[config.mk]
export PLATFORM = sky130hd
export DESIGN_NAME = dice_capture_ctrl
export DESIGN_NICKNAME = d
export VERILOG_FILES = /design/src/rtl/game_pkg.sv /design/src/rtl/lockout_timer.sv /design/src/rtl/dice_capture_ctrl.sv
export SDC_FILE = /design/constraint.sdc
export NUM_CORES = 1
export LEC_CHECK = 0
export BUFFER_PORTS_ARGS = -buffer_cell sky130_fd_sc_hd__clkbuf_2
export CORE_MARGIN = 8
export CORE_UTILIZATION = 53
export CTS_CLUSTER_SIZE = 12
export DETAILED_ROUTE_END_ITERATION = 10
export PLACE_DENSITY = 0.74
export RECOVER_POWER = 50
export SETUP_SLACK_MARGIN = 0.02
export SLEW_MARGIN = 20
export SYNTH_ARGS = -nofsm -noshare
export SYNTH_HDL_FRONTEND = slang
export SYNTH_SLANG_ARGS = --single-unit
[constraint.sdc]
create_clock -name clk -period 1.9 [get_ports clk]
set_input_delay 0.095 -clock clk [delete_from_list [all_inputs] [get_ports clk]]
set_output_delay 0.095 -clock clk [all_outputs]
set_load 0.1 [all_outputs]
[src/rtl/game_pkg.sv]
// Shared types and constants for the dice game datapath.
package game_pkg;

  // One second at the 100 MHz system clock; also used by game_logic.
  localparam int unsigned SEC_CYCLES = 100_000_000;

  typedef enum logic [1:0] {
    COLOR_NONE = 2'd0,
    COLOR_1    = 2'd1,
    COLOR_2    = 2'd2,
    COLOR_3    = 2'd3
  } dice_color_t;

  typedef enum logic [2:0] {
    S_DISARMED = 3'd0,
    S_ARMED    = 3'd1,
    S_CONFIRM  = 3'd2,
    S_FIRE     = 3'd3,
    S_LOCKOUT  = 3'd4
  } cap_state_t;

  // Terminal count of the lockout timer; a zero-length lockout is treated as one cycle.
  function automatic int unsigned clr_terminal(input int unsigned cycles);
    return (cycles <= 1) ? 0 : cycles - 1;
  endfunction

endpackage

[src/rtl/lockout_timer.sv]
// Saturating clear-interval counter; done flags the last cycle of the lockout window.
module lockout_timer
  import game_pkg::*;
#(
  parameter int unsigned CLR_CYCLES = 50_000_000
) (
  input  logic clk_i,
  input  logic reset_i,
  input  logic clr_i,
  input  logic en_i,
  output logic done_o
);

  localparam int unsigned CntW = (CLR_CYCLES < 1) ? 1 : $clog2(CLR_CYCLES + 1);
  localparam int unsigned Term = clr_terminal(CLR_CYCLES);
  localparam logic [CntW-1:0] TermV = CntW'(Term);
  localparam logic [CntW-1:0] MaxV  = '1;

  logic [CntW-1:0] cnt_q, cnt_d;

  // Clear dominates; otherwise count up and stick at all-ones rather than wrap.
  always_comb begin
    cnt_d = cnt_q;
    if (clr_i) begin
      cnt_d = '0;
    end else if (en_i && (cnt_q != MaxV)) begin
      cnt_d = cnt_q + CntW'(1);
    end
  end

  // Counter register with synchronous reset.
  always_ff @(posedge clk_i) begin
    if (reset_i) begin
      cnt_q <= '0;
    end else begin
      cnt_q <= cnt_d;
    end
  end

  assign done_o = (cnt_q == TermV);

endmodule

[src/rtl/dice_capture_ctrl.sv]
// Turns the colour result stream into single dice_valid pulses, one per physical roll.
module dice_capture_ctrl
  import game_pkg::*;
#(
  parameter int unsigned STABLE_CNT = 4,
  parameter int unsigned CLR_CYCLES = 50_000_000
) (
  input  logic       clk,
  input  logic       reset,
  input  logic       arm,
  input  logic       result_ready,
  input  logic [1:0] result_color,
  output logic       dice_valid,
  output logic [1:0] dice_value,
  output logic       locked,
  output logic [3:0] match_cnt
);

  localparam logic [3:0] StableV = 4'(STABLE_CNT);

  cap_state_t  state_q, state_d;
  dice_color_t cand_q, cand_d;
  logic [3:0]  match_q, match_d;
  logic        valid_q, valid_d;
  logic [1:0]  value_q, value_d;
  logic        locked_q, locked_d;

  dice_color_t color;
  logic        hit;
  logic        timer_clr;
  logic        timer_en;
  logic        timer_done;

  assign color = dice_color_t'(result_color);
  assign hit   = result_ready && (color != COLOR_NONE);

  // Next-state, candidate/match tracking and lockout timer control.
  always_comb begin
    state_d   = state_q;
    cand_d    = cand_q;
    match_d   = match_q;
    value_d   = value_q;
    timer_clr = 1'b1;
    unique case (state_q)
      S_DISARMED: begin
        match_d = '0;
        if (arm) state_d = S_ARMED;
      end
      S_ARMED: begin
        if (!arm) begin
          state_d = S_DISARMED;
          match_d = '0;
        end else if (hit) begin
          cand_d  = color;
          match_d = 4'd1;
          if (StableV == 4'd1) begin
            state_d = S_FIRE;
            value_d = result_color;
          end else begin
            state_d = S_CONFIRM;
          end
        end
      end
      S_CONFIRM: begin
        // Disarm beats a result arriving in the same cycle.
        if (!arm) begin
          state_d = S_DISARMED;
          match_d = '0;
        end else if (result_ready) begin
          if (color == COLOR_NONE) begin
            state_d = S_ARMED;
            match_d = '0;
          end else if (color == cand_q) begin
            match_d = match_q + 4'd1;
            if (match_d == StableV) begin
              state_d = S_FIRE;
              value_d = result_color;
            end
          end else begin
            cand_d  = color;
            match_d = 4'd1;
          end
        end
      end
      S_FIRE: begin
        match_d = '0;
        state_d = S_LOCKOUT;
      end
      S_LOCKOUT: begin
        // A die still present restarts the window, even on the terminal cycle.
        timer_clr = hit || timer_done;
        if (!hit && timer_done) state_d = S_DISARMED;
      end
      default: begin
        state_d = S_DISARMED;
        match_d = '0;
      end
    endcase
  end

  assign timer_en = (state_q == S_LOCKOUT);
  assign valid_d  = (state_d == S_FIRE);
  assign locked_d = (state_d == S_FIRE) || (state_d == S_LOCKOUT);

  // State and registered outputs.
  always_ff @(posedge clk) begin
    if (reset) begin
      state_q  <= S_DISARMED;
      cand_q   <= COLOR_NONE;
      match_q  <= '0;
      valid_q  <= 1'b0;
      value_q  <= '0;
      locked_q <= 1'b0;
    end else begin
      state_q  <= state_d;
      cand_q   <= cand_d;
      match_q  <= match_d;
      valid_q  <= valid_d;
      value_q  <= value_d;
      locked_q <= locked_d;
    end
  end

  lockout_timer #(
    .CLR_CYCLES(CLR_CYCLES)
  ) u_lockout_timer (
    .clk_i  (clk),
    .reset_i(reset),
    .clr_i  (timer_clr),
    .en_i   (timer_en),
    .done_o (timer_done)
  );

  assign dice_valid = valid_q;
  assign dice_value = value_q;
  assign locked     = locked_q;
  assign match_cnt  = match_q;

endmodule

==> results.yml <==
setup_path:
  arrival_ns: 2.10
  worstPathMaxFanout: 4
  worst-endpoint-required_ns: 2.13
  start_kind: "flop"
  end_kind: "flop"
  critical_path_class: "reg2reg"
synth:
  synth-async-reset-ratio_pct: 0
  synth_edf_count: 0
  avgSynthCellArea_sq_um: 8.32
  synth.distinct_cells: 44
  syn_area_sq_um: 2010
  synth_commonest_cells: "39 x dfxtp_1, 23 x a21oi_1, 19 x nand2_1, 19 x nor2_1"
  mappedNetlistNets: 251
  yosysTopAreaCell: "dfxtp_1"
  postSynthCellCount: 242
  ys_seq_elements: 39
  synth.most_common_cell: "dfxtp_1"
  ys_warn_count: 0
  synth.area.top_cells: "dfxtp_1 39%, a21oi_1 5.7%, or3_1 4.7%"
  yosysTopAreaCellShare_pct: 38.8
  yosys_most_used_dff: "dfxtp_1"
  synth_seq_area_share_pct: 38.8
timing:
  maxSlewViolCount: 0
  tightest_slew_ns: 1.18
  slew_headroom_pct: 21.9
  hold_viol: 0
  rsz0062_at_grt: "yes"
  period_minus_slack_ns: 1.87
  clock.fmax_mhz: 534
  fin_crit_sh_pct: 98.6
  setup_tns_ns: 0
  finalSetupViolCount: 0
  skew_ns: 0.00498
die:
  core_area_sq_um: 3660
  core.rowCount: 22
  die_h_um: 77.6
  top_level_ports: 14
  dieArea_sq_um: 6030
  start_util_pct: 55.0
  die_w_um: 77.6
routing:
  vias: 2000
  antenna_left: 0
  vias_per_cell: 5.92
  firstDrtPassIters: 4
  routed_wl_um: 4920
  wl_per_cell_um: 14.6
  drc: 0
  dr.first_iter.drc_count: 124
placed_design:
  portBuffers: 13
  place.gp.congestion: 0.833
  place_area_sq_um: 2370
  hpwl_um: 3610
  place_inst: 326
cells_and_area:
  multi_input_area_sq_um: 1230
  seqCellArea_sq_um: 802
  area_growth_pct: 26.5
  fillers: 292
  antenna_cells: 0
  fin_cells: 338
  drive_gt1_share_pct: 26.2
  final_area_sq_um: 2550
  fin_nets: 298
worst_hold_path:
  hp-class: "in2reg"
global_routing:
  grt_pass1_wl_um: 8070
  overflow: 0
  antenna_found_initial: 0
  first_global_vias: 1767
  grt_usage_pct: 16.0
  grt_max_degree: 13
clock_tree:
  clk_pin_slew_ns: 0.08
  cts-root-buf: "clkbuf_8"
  clk_path_buf_depth: 2
  clock_latency_ns: 0.29
  cts.sinks: 39
  cts_hold_buf: 0
  cts_tree: "done"
  htreeDepth: 2
  cts_buffers: 5
run_status:
  outcome: "finished, final reports clean"
power_and_ir_drop:
  cellPowerDensity_nw_per_um2: 592
  peakVddDrop_v: 0.000526
  leakagePower_nw: 0.894
job:
  maxCapViolations: 0
[worst paths after layout]
kind | endpoint | slack (ns) | from | depth (start not counted)
worst min-delay path | state_q[1] | 0.14 | result_ready | 2
worst max register to register | u_lockout_timer.cnt_q[12] | 0.03 | state_q[0] | 5
worst max-delay path | u_lockout_timer.cnt_q[12] | 0.03 | state_q[0] | 5
worst min register to register | match_cnt[3] | 0.47 | match_cnt[3] | 2
[cells by family (layout without fill, tap and decap cells)]
family | Yosys count | in the layout | synth area share [%]
flops | 39 | 39 | 38.8
compound gates | 60 | 60 | 18.1
mux | 5 | 5 | 2.49
buf+inv | 14 | 62 | 3.04
simple gates | 110 | 110 | 30.9
fa+ha+maj | 3 | 3 | 1.86
xor+xnor | 11 | 11 | 4.79
[registers in the layout, indices dropped and copies added, names as in the netlist]
signal                 cells
cand_q                     2
match_cnt                  4
dice_value                 2
dice_valid                 1
state_q                    3
u_lockout_timer.cnt_q     26
locked                     1
[layout by cell type, fill, tap and decap left out, drive strengths merged, types with 3 or more instances in the layout]
| master | instances |
|---|---|
| dfxtp | 39 |
| a21oi | 23 |
| mux2i | 5 |
| o21ai | 16 |
| and3 | 3 |
| inv | 6 |
| clkbuf | 21 |
| nor2 | 19 |
| buf | 35 |
| nand2 | 19 |
| nand4 | 9 |
| xor2 | 6 |
| xnor2 | 5 |
| nand3 | 14 |
| nor4 | 4 |
| a31oi | 3 |
| o311ai | 3 |
| o211ai | 3 |
| or3 | 15 |
| and2 | 3 |
| nor2b | 3 |
| and4 | 6 |
| or4 | 4 |
| ha | 3 |
| o31ai | 3 |
[where the power goes]
| group | total [mW] | switching [mW] | internal [mW] |
|---|---|---|---|
| registers | 0.821 | 0.00298 | 0.818 |
| logic | 0.0675 | 0.0434 | 0.0241 |
| clock network | 0.619 | 0.287 | 0.331 |
[through the flow]
step	hold slack (ns)	power (mW)	setup WS (ns)	utilization, %
2_1_floorplan	0.385	0.884	-0.0149	-
3_3_place_gp	0.416	0.904	0.0639	64.7
3_5_place_dp	0.431	0.905	0.0273	64.7
4_1_cts	0.125	1.51	0.0328	67.6
5_1_grt	0.162	1.54	-0.0347	69.5
6_report	0.141	1.51	0.0275	69.5
[final cells by class]
type	count	share of cell area [%]
tap	48	2.36
clock buffer	8	3.93
multi-input combinational	189	48.5
timing repair buffer	48	12.9
sequential	39	31.5
inverter	6	0.885
[critical path, cell delays in order (launching register included)]
cell     delay (ns)
dfxtp_2        0.33
or3b_4         0.43
or3_4          0.34
a21o_1         0.19
or4_1          0.46
nand2_1        0.06
[routing by layer]
metal | vias up | global-route usage, % | wire length [um]
met2 | 43 | 26.1 | 2410
met5 | - | 0 | 0
met1 | 947 | 20.2 | 2230
li1 | 1000 | - | -
met4 | 0 | 4.72 | 79
met3 | 10 | 4.03 | 203
[what timing repair did]
action	CTS	global route
pin swaps	1	6
buffers inserted	1	3
endpoints found under the setup margin	2	19
gates cloned	0	0
gates resized for setup	0	19
Power figures use the tool's default switching activity.
